--- config.mk ---
export PLATFORM = sky130hd
export DESIGN_NAME = seq_scan_ctrl
export DESIGN_NICKNAME = d
export VERILOG_FILES = /design/src/rtl/seq_scan_ctrl.sv
export SDC_FILE = /design/constraint.sdc
export NUM_CORES = 1
export LEC_CHECK = 0
export ABC_CLOCK_PERIOD_IN_PS = 2200
export CORE_ASPECT_RATIO = 0.7
export CORE_MARGIN = 5
export CORE_UTILIZATION = 48
export CTS_BUF_LIST = sky130_fd_sc_hd__clkbuf_8 sky130_fd_sc_hd__clkbuf_16
export CTS_CLUSTER_DIAMETER = 150
export CTS_CLUSTER_SIZE = 25
export DETAILED_ROUTE_END_ITERATION = 10
export PLACE_DENSITY = 0.85
export SLEW_MARGIN = 20
export SYNTH_ARGS = -nofsm -noshare
export SYNTH_HDL_FRONTEND = slang
export SYNTH_SLANG_ARGS = --single-unit
--- constraint.sdc ---
create_clock -name clk -period 2.2 [get_ports clk]
set_input_delay 0.44 -clock clk [delete_from_list [all_inputs] [get_ports clk]]
set_output_delay 0.44 -clock clk [all_outputs]
set_load 0.02 [all_outputs]
--- src/rtl/seq_scan_ctrl.sv ---
// seq_scan_ctrl: serializes accepted bytes one bit per cycle into a PAT_W-bit
// detect window, reporting registered pattern matches, frame ends and a saturating count.
module seq_scan_ctrl #(
  parameter int unsigned      PAT_W   = 8,
  parameter int unsigned      CNT_W   = 8,
  parameter logic [PAT_W-1:0] RST_PAT = PAT_W'(8'hD5)
) (
  input  logic             clk,
  input  logic             rst,
  input  logic             cfg_we,
  input  logic [PAT_W-1:0] cfg_pattern,
  output logic             cfg_err,
  input  logic             in_valid,
  output logic             in_ready,
  input  logic [7:0]       in_data,
  input  logic             in_last,
  input  logic             msb_first,
  output logic             match_pulse,
  output logic [2:0]       match_pos,
  output logic [CNT_W-1:0] match_count,
  output logic             busy,
  output logic             done
);

  localparam int unsigned       FILL_W    = $clog2(PAT_W + 1);
  localparam logic [FILL_W-1:0] FILL_FULL = FILL_W'(PAT_W);

  typedef enum logic [1:0] {
    ST_IDLE,
    ST_SHIFT,
    ST_DONE
  } state_e;

  state_e            state_q, state_d;
  logic [PAT_W-1:0]  pattern_q, pattern_d;
  logic [PAT_W-1:0]  window_q, window_d;
  logic [FILL_W-1:0] fill_q, fill_d;
  logic [2:0]        idx_q, idx_d;
  logic [7:0]        hold_q, hold_d;
  logic              last_q, last_d;
  logic              msbf_q, msbf_d;
  logic              match_pulse_q, match_pulse_d;
  logic [2:0]        match_pos_q, match_pos_d;
  logic [CNT_W-1:0]  count_q, count_d;
  logic              cfg_err_q, cfg_err_d;

  logic              ready_c;
  logic              accept;
  logic              shift_bit;
  logic [PAT_W-1:0]  window_shift;
  logic [FILL_W-1:0] fill_inc;

  assign shift_bit    = msbf_q ? hold_q[3'd7 - idx_q] : hold_q[idx_q];
  assign window_shift = {window_q[PAT_W-2:0], shift_bit};
  assign fill_inc     = (fill_q == FILL_FULL) ? fill_q : fill_q + FILL_W'(1);

  // NOTE: every signal gets a default before the case so no path infers a latch.
  always_comb begin
    state_d       = state_q;
    pattern_d     = pattern_q;
    window_d      = window_q;
    fill_d        = fill_q;
    idx_d         = idx_q;
    hold_d        = hold_q;
    last_d        = last_q;
    msbf_d        = msbf_q;
    match_pulse_d = 1'b0;
    match_pos_d   = match_pos_q;
    count_d       = count_q;
    cfg_err_d     = 1'b0;
    ready_c       = 1'b0;
    accept        = 1'b0;

    case (state_q)
      ST_IDLE: begin
        ready_c = !cfg_we;
        if (cfg_we) begin
          pattern_d = cfg_pattern;
          window_d  = '0;
          fill_d    = '0;
          count_d   = '0;
        end else if (in_valid) begin
          accept  = 1'b1;
          state_d = ST_SHIFT;
        end
      end
      ST_SHIFT: begin
        cfg_err_d = cfg_we;
        window_d  = window_shift;
        fill_d    = fill_inc;
        idx_d     = idx_q + 3'd1;
        // Compare the post-shift window so the pulse lands one cycle after its bit.
        if (window_shift == pattern_q && fill_inc == FILL_FULL) begin
          match_pulse_d = 1'b1;
          match_pos_d   = idx_q;
          if (count_q != '1) count_d = count_q + CNT_W'(1);
        end
        if (idx_q == 3'd7) begin
          if (last_q) begin
            state_d = ST_DONE;
          end else begin
            ready_c = 1'b1;
            if (in_valid) accept = 1'b1;
            else          state_d = ST_IDLE;
          end
        end
      end
      ST_DONE: begin
        cfg_err_d = cfg_we;
        window_d  = '0;
        fill_d    = '0;
        state_d   = ST_IDLE;
      end
      default: state_d = ST_IDLE;
    endcase

    if (accept) begin
      hold_d = in_data;
      last_d = in_last;
      msbf_d = msb_first;
      idx_d  = '0;
    end
  end

  // NOTE: sequential state uses non-blocking assignments only.
  always_ff @(posedge clk) begin
    if (rst) begin
      state_q       <= ST_IDLE;
      pattern_q     <= RST_PAT;
      window_q      <= '0;
      fill_q        <= '0;
      idx_q         <= '0;
      hold_q        <= '0;
      last_q        <= 1'b0;
      msbf_q        <= 1'b0;
      match_pulse_q <= 1'b0;
      match_pos_q   <= '0;
      count_q       <= '0;
      cfg_err_q     <= 1'b0;
    end else begin
      state_q       <= state_d;
      pattern_q     <= pattern_d;
      window_q      <= window_d;
      fill_q        <= fill_d;
      idx_q         <= idx_d;
      hold_q        <= hold_d;
      last_q        <= last_d;
      msbf_q        <= msbf_d;
      match_pulse_q <= match_pulse_d;
      match_pos_q   <= match_pos_d;
      count_q       <= count_d;
      cfg_err_q     <= cfg_err_d;
    end
  end

  assign in_ready    = ready_c && !rst;
  assign cfg_err     = cfg_err_q;
  assign match_pulse = match_pulse_q;
  assign match_pos   = match_pos_q;
  assign match_count = count_q;
  assign busy        = (state_q == ST_SHIFT);
  assign done        = (state_q == ST_DONE);

endmodule

==> impl_metrics.tcl <==
set metrics [dict create \
    status "finished with violations" \
    violations "negative setup slack" \
    final_cell_mix "46 x dfxtp_1, 35 x nand2_1, 35 x clkdlybuf4s50_1" \
    r2r_slack_ns -0.20 \
    drive_gt1_share_pct 22.0 \
    cts_tree "done" \
    whs_ns 0.469 \
    h-tree-depth 2 \
    crit_chain "buf_6 -> mux2_4 -> mux4_2 -> mux2_4 -> o2111ai_4 -> a21o_4 -> a221o_1" \
    hold_violations 0 \
    io_pins 38 \
    seq_area_frac_synth_pct 39.2 \
    vias_per_cell 5.49 \
    syn2layout_area_growth_pct 37.2 \
    overflow 0 \
    core_sq_mm 0.00481 \
    synthCells 269 \
    drt_iter0_drc 80 \
    cp.arrival_ns 2.59 \
    numCtsBuffers 5 \
    ys_async_sr_fraction_pct 0 \
    p_per_area_mw_per_mm2 526 \
    synth_flop_cell "dfxtp_1" \
    synth_top_area_share_pct 39.2 \
    place_hpwl_um 3970 \
    grt_pass1_vias 2058 \
    max_slew_margin_pct 71.4 \
    synth.cell_area_sq_mm 0.00240 \
    start_util_pct 50.0 \
    wirelength_um 6000 \
    grt_pass1_wl_um 9090 \
    synth_cell_type_count 45 \
    synth.avg_cell_area_sq_um 8.93 \
    die-area_sq_mm 0.00654 \
    slowest_delay_ns 0.51 \
    worstHoldPathType "reg -> reg" \
    finalCritPeriodShare_pct 109 \
    crit_required_ns 2.40 \
    worstSetupStartpointType "register" \
    die_h_um 69.2 \
    critPathSlowestCell "mux4_2" \
    synth-warning-count 0 \
    synthesis.nets 299 \
    gp_congestion 0.845 \
    fmax_ghz 0.417 \
    crit_top_cell "mux2_4" \
    peakVddDrop_v 0.000306 \
    synth_edf_count 0 \
    wl_per_cell_um 15.1 \
    min_period_ns 2.40 \
    grt_antenna_before_repair 0 \
    cp_max_fo 5 \
    diodes 0 \
    cp-end-kind "register" \
    setup_ws_ns -0.197 \
    rows 21 \
    tightestPinTransition_ns 0.426 \
    clk_pin_slew_worst_paths_ns 0.08 \
    p_leak_nw 1.27 \
    synth_top_area_cell "dfxtp_1" \
    synth_area_leaders "dfxtp_1 39%, nand2_1 5.6%, mux2i_1 5.0%, ha_1 4.2%, a21oi_1 3.1%" \
    layout.nets 357 \
    fillers 354 \
    port_buffers 37 \
    slew_violations 0 \
    finalSetupTns_ns -1.18 \
    mostFrequentLayoutCell "dfxtp_1" \
    rsz0062_at_grt "yes" \
    grt_use_total_pct 16.9 \
    drc 0 \
    die_x_um 94.6 \
    dr.pass1.iters 4 \
    max-cap-violations 0 \
    clk_path_buf_depth 2 \
    setup_viol 11 \
    ys_ff_latch 47 \
    clock_sinks 47 \
    clock_skew_ns 0.00520 \
    worstSkewPairLatency_ns 0.30 \
    antenna_left 0 \
    num_vias 2176 \
    grt_max_degree 25 \
    crit_type "reg -> reg" \
    root_buffer "clkbuf_8" \
]
flip-flops by register name (all words and copies together), names as in the netlist:
name / count
match_pulse: 1
cfg_err: 1
msbf_q: 1
pattern_q: 8
idx_q: 3
last_q: 1
fill_q: 4
state_q: 2
match_count: 8
hold_q: 8
window_q: 7
match_pos: 3
through the flow:
step	instance area [sq um]	utilization [%]	worst slack (ns)	cells	power, mW
global placement	2980	62.1	-0.103	383	1.17
finish	3300	68.5	-0.197	396	1.73
global route	3300	68.5	-0.270	396	1.81
detailed placement	2980	62.1	-0.187	383	1.18
CTS	3110	64.7	-0.133	394	1.70
floorplan	2430	-	-0.0307	269	1.07
worst paths after layout:
check	from	end	depth (start not counted)
worst max-delay path	idx_q[1]$_SDFFE_PP0P_	match_count[5]$_SDFFE_PP0P_	7
worst min-delay path	window_q[6]$_SDFFE_PP0P_	window_q[6]$_SDFFE_PP0P_	2
worst max register to register	idx_q[1]$_SDFFE_PP0P_	match_count[5]$_SDFFE_PP0P_	7
worst min register to register	window_q[6]$_SDFFE_PP0P_	window_q[6]$_SDFFE_PP0P_	2
area by class of cell:
class	instances	area [sq um]	area share, %
multi-input combinational	200	1550	47.0
timing repair buffer	64	596	18.1
sequential	47	945	28.7
clock buffer	6	82.6	2.51
inverter	9	33.8	1.03
clock inverter	1	5.00	0.152
tap	69	86.3	2.62
what timing repair did:
action | in CTS | in global routing
hold buffers | 0 | 0
gates resized for setup | 12 | 32
setup endpoints to repair | 10 | 12
gates cloned | 0 | 0
pin swaps | 2 | 6
hold endpoints to repair | 0 | 0
setup buffers | 4 | 3
cells by family (layout without fill, tap and decap cells):
logic type / after synthesis / after routing / share of synthesized area (%)
muxes: 25 / 25 / 12.2
AOI/OAI and AO/OA: 43 / 43 / 12.6
buffers and inverters: 22 / 80 / 4.06
xor gates and xnor gates: 11 / 11 / 4.32
DFF: 47 / 47 / 39.2
adders and majority gates: 8 / 8 / 4.17
and+or+nand+nor: 113 / 113 / 23.5
routing by layer:
layer / routed length [um] / vias to the layer above / track usage (%)
li1: - / 1068 / -
met1: 2670 / 1030 / 22.4
met2: 2910 / 71 / 27.2
met3: 384 / 7 / 5.21
met4: 36 / 0 / 3.52
met5: 0 / - / 0
critical path: cells and delay by family (launching register included):
kind,cells,cell delay (ns)
flip-flops,1,0.36
multiplexers,3,1.05
buffers and inverters,1,0.12
AO/OA/AOI/OAI,3,0.74
where the power goes:
group	switching, mW	leakage, nW	total [mW]	internal, mW
logic	0.148	0.842	0.307	0.160
registers	0.0245	0.383	0.899	0.875
clock network	0.279	0.0470	0.526	0.247
total	0.452	1.27	1.73	1.28
synthesized netlist by cell type (2+ instances only):
cell      count
dfxtp_1      47
nand2_1      36
nor2_1       20
a21oi_1      15
mux2i_1      12
nand3_1      11
clkbuf_1      9
inv_1         9
ha_1          8
nand2b_1      8
and3_1        6
nand3b_1      6
xnor2_1       6
and2_1        5
mux2_1        5
mux2_2        5
nor3_1        5
nand4_1       4
o21ai_0       4
xor2_1        4
a221o_1       3
a22oi_1       3
a32oi_1       3
nor2b_1       3
nor3b_1       3
nor4_1        3
a211oi_1      2
a21o_1        2
a31o_2        2
a41o_1        2
buf_1         2
buf_6         2
mux4_2        2
Note: power is estimated with default switching activity, not from simulation.
